$ cat src/rtl/sm4_axis8_arbiter.sv
// sm4_axis8_arbiter
// Round-robin scheduler that shares one SM4 AXI-Stream padding engine between
// two packet sources. Whole packets are granted. Before a packet whose
// {key,sel} differs from the configuration loaded in the engine, the arbiter
// waits for all in-flight results to leave the engine. It then pulses
// e_sm4_vld and allows KEY_WAIT idle cycles for key expansion.
// Engine results are routed back to m0/m1 using e_m_axis_tuser[7].
//
// Ports
//   clk, rst             : clock, synchronous active-high reset
//   sN_key, sN_sel       : requester N configuration (stable while tvalid)
//   sN_axis_*            : requester N input stream (tuser 7 bits)
//   mN_axis_*            : requester N result stream, registered, no backpressure
//   e_sm4_vld/key/sel    : key-load pulse and configuration to the engine
//   e_s_axis_*           : engine input stream, tuser = {grant, sN_axis_tuser}
//   e_m_axis_*           : engine output stream
module sm4_axis8_arbiter #(
  parameter int KEY_WAIT = 32,
  parameter int MAX_OUT  = 8
) (
  input  logic         clk,
  input  logic         rst,
  input  logic [127:0] s0_key,
  input  logic         s0_sel,
  input  logic [7:0]   s0_axis_tdata,
  input  logic         s0_axis_tvalid,
  input  logic         s0_axis_tlast,
  input  logic [6:0]   s0_axis_tuser,
  output logic         s0_axis_tready,
  input  logic [127:0] s1_key,
  input  logic         s1_sel,
  input  logic [7:0]   s1_axis_tdata,
  input  logic         s1_axis_tvalid,
  input  logic         s1_axis_tlast,
  input  logic [6:0]   s1_axis_tuser,
  output logic         s1_axis_tready,
  output logic [7:0]   m0_axis_tdata,
  output logic         m0_axis_tvalid,
  output logic         m0_axis_tlast,
  output logic [6:0]   m0_axis_tuser,
  output logic [7:0]   m1_axis_tdata,
  output logic         m1_axis_tvalid,
  output logic         m1_axis_tlast,
  output logic [6:0]   m1_axis_tuser,
  output logic         e_sm4_vld,
  output logic [127:0] e_sm4_key,
  output logic         e_sm4_sel,
  output logic [7:0]   e_s_axis_tdata,
  output logic         e_s_axis_tvalid,
  output logic         e_s_axis_tlast,
  output logic [7:0]   e_s_axis_tuser,
  input  logic         e_s_axis_tready,
  input  logic [7:0]   e_m_axis_tdata,
  input  logic         e_m_axis_tvalid,
  input  logic         e_m_axis_tlast,
  input  logic [7:0]   e_m_axis_tuser
);

  // The wait counter holds KEY_WAIT-1 down to 0.
  localparam int CNT_W = (KEY_WAIT > 1) ? $clog2(KEY_WAIT) : 1;

  typedef enum logic [2:0] {
    ST_IDLE  = 3'd0,
    ST_DRAIN = 3'd1,
    ST_LOAD  = 3'd2,
    ST_WAIT  = 3'd3,
    ST_XFER  = 3'd4
  } state_t;

  state_t             state_r, state_s;
  logic               grant_r, last_grant_r;
  logic [127:0]       cfg_key_r, loaded_key_r;
  logic               cfg_sel_r, loaded_sel_r, loaded_valid_r;
  logic               vld_r;
  logic [CNT_W-1:0]   wait_cnt_r;
  logic [3:0]         outstanding_r;

  logic               pick_s, cfg_match_s, full_s;
  logic [127:0]       pick_key_s;
  logic               pick_sel_s;
  logic [7:0]         g_tdata_s;
  logic               g_tvalid_s, g_tlast_s;
  logic [6:0]         g_tuser_s;
  logic               in_last_s, out_dec_s, m_sel0_s, m_sel1_s;

  // Candidate grant for the next packet: the one not served last wins a tie.
  always_comb begin
    pick_s = 1'b0;
    if (s0_axis_tvalid && s1_axis_tvalid) begin
      pick_s = ~last_grant_r;
    end else if (s1_axis_tvalid) begin
      pick_s = 1'b1;
    end else begin
      pick_s = 1'b0;
    end
    pick_key_s  = pick_s ? s1_key : s0_key;
    pick_sel_s  = pick_s ? s1_sel : s0_sel;
    cfg_match_s = loaded_valid_r && (pick_key_s == loaded_key_r) && (pick_sel_s == loaded_sel_r);
    full_s      = (outstanding_r == 4'(MAX_OUT));
  end

  // Stream of the currently granted requester.
  always_comb begin
    if (grant_r) begin
      g_tdata_s  = s1_axis_tdata;
      g_tvalid_s = s1_axis_tvalid;
      g_tlast_s  = s1_axis_tlast;
      g_tuser_s  = s1_axis_tuser;
    end else begin
      g_tdata_s  = s0_axis_tdata;
      g_tvalid_s = s0_axis_tvalid;
      g_tlast_s  = s0_axis_tlast;
      g_tuser_s  = s0_axis_tuser;
    end
    in_last_s = (state_r == ST_XFER) && g_tvalid_s && e_s_axis_tready && g_tlast_s;
    // An output tlast with nothing outstanding is an engine fault; ignore it.
    out_dec_s = e_m_axis_tvalid && e_m_axis_tlast && (outstanding_r != 4'd0);
    m_sel0_s  = e_m_axis_tvalid && !e_m_axis_tuser[7];
    m_sel1_s  = e_m_axis_tvalid && e_m_axis_tuser[7];
  end

  // Next-state logic.
  always_comb begin
    state_s = state_r;
    case (state_r)
      ST_IDLE: begin
        if ((!s0_axis_tvalid && !s1_axis_tvalid) || full_s) begin
          state_s = ST_IDLE;
        end else if (cfg_match_s) begin
          state_s = ST_XFER;
        end else begin
          state_s = ST_DRAIN;
        end
      end
      ST_DRAIN: begin
        if (outstanding_r == 4'd0) begin
          state_s = ST_LOAD;
        end else begin
          state_s = ST_DRAIN;
        end
      end
      ST_LOAD: state_s = ST_WAIT;
      ST_WAIT: begin
        if (wait_cnt_r == {CNT_W{1'b0}}) begin
          state_s = ST_XFER;
        end else begin
          state_s = ST_WAIT;
        end
      end
      ST_XFER: begin
        if (in_last_s) begin
          state_s = ST_IDLE;
        end else begin
          state_s = ST_XFER;
        end
      end
      default: state_s = ST_IDLE;
    endcase
  end

  // FSM state, grant/configuration registers, key-load pulse and wait counter.
  // The loaded configuration is updated on entry to LOAD so that e_sm4_key
  // carries the new key during the pulse and holds it afterwards.
  always_ff @(posedge clk) begin
    if (rst) begin
      state_r        <= ST_IDLE;
      grant_r        <= 1'b0;
      last_grant_r   <= 1'b1;
      cfg_key_r      <= 128'd0;
      cfg_sel_r      <= 1'b0;
      loaded_key_r   <= 128'd0;
      loaded_sel_r   <= 1'b0;
      loaded_valid_r <= 1'b0;
      vld_r          <= 1'b0;
      wait_cnt_r     <= {CNT_W{1'b0}};
    end else begin
      state_r <= state_s;
      case (state_r)
        ST_IDLE: begin
          if (state_s != ST_IDLE) begin
            grant_r   <= pick_s;
            cfg_key_r <= pick_key_s;
            cfg_sel_r <= pick_sel_s;
          end
        end
        ST_DRAIN: begin
          if (state_s == ST_LOAD) begin
            loaded_key_r   <= cfg_key_r;
            loaded_sel_r   <= cfg_sel_r;
            loaded_valid_r <= 1'b1;
            vld_r          <= 1'b1;
          end
        end
        ST_LOAD: begin
          vld_r      <= 1'b0;
          wait_cnt_r <= CNT_W'(KEY_WAIT - 1);
        end
        ST_WAIT: begin
          if (wait_cnt_r != {CNT_W{1'b0}}) begin
            wait_cnt_r <= wait_cnt_r - CNT_W'(1);
          end
        end
        ST_XFER: begin
          if (in_last_s) begin
            last_grant_r <= grant_r;
          end
        end
        default: begin
        end
      endcase
    end
  end

  // Count of packets inside the engine whose output tlast is still pending.
  always_ff @(posedge clk) begin
    if (rst) begin
      outstanding_r <= 4'd0;
    end else begin
      case ({in_last_s, out_dec_s})
        2'b10:   outstanding_r <= outstanding_r + 4'd1;
        2'b01:   outstanding_r <= outstanding_r - 4'd1;
        default: outstanding_r <= outstanding_r;
      endcase
    end
  end

  // Engine input path: pass-through of the granted stream during XFER only.
  always_comb begin
    e_s_axis_tdata  = 8'd0;
    e_s_axis_tvalid = 1'b0;
    e_s_axis_tlast  = 1'b0;
    e_s_axis_tuser  = 8'd0;
    s0_axis_tready  = 1'b0;
    s1_axis_tready  = 1'b0;
    if (state_r == ST_XFER) begin
      e_s_axis_tdata  = g_tdata_s;
      e_s_axis_tvalid = g_tvalid_s;
      e_s_axis_tlast  = g_tlast_s;
      e_s_axis_tuser  = {grant_r, g_tuser_s};
      s0_axis_tready  = ~grant_r & e_s_axis_tready;
      s1_axis_tready  = grant_r & e_s_axis_tready;
    end else begin
      e_s_axis_tvalid = 1'b0;
    end
  end

  assign e_sm4_vld = vld_r;
  assign e_sm4_key = loaded_key_r;
  assign e_sm4_sel = loaded_sel_r;

  // Output demux: registered copy of the engine result on the selected port.
  always_ff @(posedge clk) begin
    if (rst) begin
      m0_axis_tdata  <= 8'd0;
      m0_axis_tvalid <= 1'b0;
      m0_axis_tlast  <= 1'b0;
      m0_axis_tuser  <= 7'd0;
      m1_axis_tdata  <= 8'd0;
      m1_axis_tvalid <= 1'b0;
      m1_axis_tlast  <= 1'b0;
      m1_axis_tuser  <= 7'd0;
    end else begin
      m0_axis_tvalid <= m_sel0_s;
      m0_axis_tdata  <= m_sel0_s ? e_m_axis_tdata : 8'd0;
      m0_axis_tlast  <= m_sel0_s & e_m_axis_tlast;
      m0_axis_tuser  <= m_sel0_s ? e_m_axis_tuser[6:0] : 7'd0;
      m1_axis_tvalid <= m_sel1_s;
      m1_axis_tdata  <= m_sel1_s ? e_m_axis_tdata : 8'd0;
      m1_axis_tlast  <= m_sel1_s & e_m_axis_tlast;
      m1_axis_tuser  <= m_sel1_s ? e_m_axis_tuser[6:0] : 7'd0;
    end
  end

endmodule

$ cat config.mk
export PLATFORM = sky130hd
export DESIGN_NAME = sm4_axis8_arbiter
export DESIGN_NICKNAME = d
export VERILOG_FILES = /design/src/rtl/sm4_axis8_arbiter.sv
export SDC_FILE = /design/constraint.sdc
export NUM_CORES = 1
export LEC_CHECK = 0
export CORE_AREA = 3 3 193 195
export CTS_CLUSTER_DIAMETER = 80
export DETAILED_ROUTE_END_ITERATION = 6
export DIE_AREA = 0 0 196 198
export GPL_ROUTABILITY_DRIVEN = 1
export GPL_TIMING_DRIVEN = 0
export PLACE_DENSITY = 0.7
export SLEW_MARGIN = 15
export SYNTH_ARGS = -nofsm -noshare
export SYNTH_HDL_FRONTEND = slang
export SYNTH_SLANG_ARGS = --single-unit
$ cat constraint.sdc
create_clock -name clk -period 8.5 [get_ports clk]
set_input_delay 2.55 -clock clk [delete_from_list [all_inputs] [get_ports clk]]
set_output_delay 2.55 -clock clk [all_outputs]
set_load 0.05 [all_outputs]
==> results summary <==
The run finished with clean final reports. The setup clock skew after layout is a little over 0.02 ns. Counting flops and latches in the post-synthesis netlist gives 308. Power spread over the standard cell area amounts to 250.8 mW/mm2. The number of hold buffers added after CTS came out at 0. The nature of the critical path endpoint is an output port. The net count reported at finish came out at 2659. The TritonCTS clock tree is done.

Routability-driven placement finished with a final weighted congestion of 0.9926. The highest attainable clock frequency is 147.5 MHz. In the post-synthesis netlist, the biggest area contributors are dfxtp_1 (42%), mux2i_1 (9.0%), nand2_1 (8.7%), a211oi_1 (5.2%), a21oi_1 (5.1%). The number of setup violations in the final report is 0.

At the pin with the least slew margin, the transition time is around 1.3 ns. The main flop type after synthesis is dfxtp_1. The worst setup path is launched from a primary input.

The via count of the first global-routing pass came out at 15760. The number of distinct library cell variants in the gate-level netlist after synthesis came out at 62. The share of synthesized area in the top cell type comes to 0.4163. The count of nets left with antenna violations once routing finished came out at 0. The routed metal-1 wire length came out at 30810 um.

The worst hold path was traced through 2 stages. The largest buffer count on any clock path is 3. The number of iterations in the first detailed-routing pass is 6. The detailed-route vias per instance came out at 5.956. The share of post-route cells with drive strength above 1 came out at 0.03762. The count of H-tree levels built during CTS came out at 2. The share of async-settable or async-resettable flops after synthesis came out at 0. The worst-case IR drop observed on VDD is between 0.1 and 0.15 mV.

Once the clock tree was built, the setup fixing pass inserted 0 buffers. Signal routing reaches up to met5. Of the synthesized area, sequential elements account for 0.4163.

The critical path in this run is classified as primary input to output port. The met3 wire length is 9281 um. In this run the critical register-to-register path is launched from last_grant_r.

The die covers 0.03881 mm2. The remaining max-slew budget at the tightest pin came out at 0.1281. The average cell area after synthesis came out at 8.201 um2. The standard-cell row count came out at 69. CTS placed an instance of clkbuf_16 at the clock tree root.

For this run the aggregate overflow at the end of global routing stands at 0. The synthesis warning total came out at 0. The cell seen most often among critical-path stages is clkdlybuf4s50_1. The max-cap violation count is 0.

The post-synth net total came out at 2124. Of all nets on the critical path, the largest fanout is 4. The kind of cell adding the most delay to the critical path is buffers and inverters.

The core area is 0.03557 mm2. On the critical path, the stage with the largest delay is an instance of clkdlybuf4s50_1. The routed layout has 16850 vias. The summed instance area of the synthesized netlist came out at 0.01481 mm2. The critical path data required time is 5.95 ns. Wires add up to just under 80000 um.

For hold timing, the worst endpoint is e_sm4_key[117]. The global-route wire length before repair came out at around 110000 um. For this run, design rule violations remaining after detail routing come to 0.

The hold violation count in the final report came to 0. Together, buffers and inverters on the worst path number 2. The first routing iteration left 2107 violations. The overall global routing resource usage is 0.3841. The logic depth of the worst path, buffers included is 4. Counting the fill cells in the layout gives ~3200. The maximum number of pins on one net before global-route repair is 14. The total power draw is 5.401 mW. The signal on the critical path passes through clkdlybuf4s50_1, mux2i_1, nor2_1, clkdlybuf4s50_1. The boundary pin count came out at 497. Clock-pin slew was measured on the worst setup and hold paths at 0.05 ns. The path class of the tightest hold or removal check is flop to flop. The initial antenna violation count came out at 5.

dfxtp_1 takes more of the synthesized area than any other cell. In this run the static leakage power is ~7.6 nW. The die boundary width came out at approximately 200 um. Synthesis produced around 1800 cells. The worst-case reg-to-reg path depth came out at 10. The TritonCTS buffer count came out at 36.

The commonest cells after synthesis are nand2_1 (345), dfxtp_1 (308), nor2_1 (185). By instance count, the leading cell after synthesis is nand2_1. For the worst-skew pair, the clock arrives at the later sink with an insertion delay of 0.53 ns. The synthesized design contains 0 enable-type register cells. The worst slack on hold paths is 0.4468 ns. The count of cells in the finished layout, fillers not included, comes to 2829. The length of routed met2 wiring came out at 34490 um.

The delay contributed by the slowest stage of the critical path came out at 0.84 ns. The synthesis-to-finish area growth is 45.40%. The minimum clock period after layout came out at between 6 and 7 ns. The total instance count after detailed placement is 2764. The final max-slew violation count was 0. The worst reg2reg path endpoint is state_r[0].

The worst slack at placement is 1.586 ns. The detailed-route wire length per cell came out at 27.73 um. The data arrival time of the worst path is 4.23 ns. The number of input and output port buffers inserted came out at 496. The post-CTS resize count is 0. The total negative slack for setup checks is 0 ns. The beginning of the worst hold path is cfg_key_r[117]. The die is ~200 um tall. The detailed-placement wirelength estimate came out at 60730 um. The final cycle utilization of the critical path is 0.7974. Setup repair after global routing left no endpoint under its margin. The final critical-path setup slack is 1.722 ns. The number of sinks handled by clock tree synthesis is a little over 300. The initial utilization of the core area, before any placement, comes to 0.4164. The critical path starts at s0_axis_tvalid. The register-to-register path setup slack came out at 4.09 ns.
[state kept, by name, indices dropped and copies added (netlist names), 3 cells and up]
register and cells:
outstanding_r 4, cfg_key_r 128, m1_axis_tdata 8, m1_axis_tuser 7
m0_axis_tdata 8, m0_axis_tuser 7, state_r 3, e_sm4_key 128
wait_cnt_r 5
[worst register-to-register path: cells and delay by family (launching register included)]
family	cells	cell delay (ns)
buf+inv	3	1.09
flops	1	0.35
xor+xnor	1	0.22
mux	1	0.44
simple gates	2	1.36
compound gates	3	0.80
[metal layers]
| layer | track usage | up-vias |
|---|---|---|
| li1 | - | 7402 |
| met1 | 0.5054 | 8028 |
| met2 | 0.6025 | 1180 |
| met3 | 0.09920 | 235 |
| met4 | 0.1592 | 4 |
| met5 | 0 | - |
[worst max path at each step]
stage | end
CTS | e_s_axis_tvalid
floorplan | e_s_axis_tvalid
global route | e_s_axis_tvalid
finish | e_s_axis_tvalid
global placement | state_r[0]
detailed placement | state_r[0]
[cell families after synthesis]
group	synth area share
xor+xnor	0.02365
flops	0.4163
mux	0.09064
simple gates	0.2305
compound gates	0.1846
buf+inv	0.04959
fa+ha+maj	0.004731
[cell usage in the layout (no fill, tap or decap), types with 6 or more instances in the layout]
cell             netlist  routed
clkbuf_8               1       6
nor2b_1               24      24
clkbuf_1             100     106
nor2_1               185     185
a221oi_1              11      11
nand2_1              345     345
a211oi_1             103     102
xor2_1                13      13
dfxtp_1              308     308
nand4_1               19      19
inv_1                 46      46
xnor2_1               27      27
nor3b_1                6       6
o22ai_1               22      22
o21ai_0               20      20
nor4_1                14      14
a21oi_1              150     150
o2bb2ai_1              8       8
clkinv_2               0       8
nand2b_1              61      61
o211ai_1               6       6
buf_4                  7       8
nand3b_1              34      34
and2_1                33      33
clkdlybuf4s50_1        0     496
mux2i_1              133     133
a311oi_1              38      38
nor3_1                 6       6
clkbuf_16              0      37
[final cells by class]
class,instances,area (um2),share of cell area
Tap cell,461,576.8,0.02678
Sequential cell,308,6166,0.2863
Clock inverter,15,141.4,0.006565
Buffer,122,561.8,0.02609
Multi-Input combinational cell,1330,7923,0.3679
Timing Repair Buffer,497,4972,0.2309
Inverter,46,172.7,0.008018
Antenna cell,2,5.005,0.0002324
Clock buffer,48,1017,0.04723
[per-stage QoR]
step,util,area [um2]
after floorplan,-,14810
after global placement,0.5722,20350
after detailed placement,0.5726,20370
after CTS,0.6051,21520
after global routing,0.6055,21540
final,0.6055,21540
[report_power, final]
group	leakage, nW	internal [mW]	total [mW]	switching [mW]
Sequential	2.53	1.71	1.93	0.221
Combinational	4.55	0.632	1.92	1.29
Clock	0.572	0.905	1.56	0.651
Total	7.65	3.24	5.40	2.16
No activity file was read; power rests on OpenSTA's default activity.
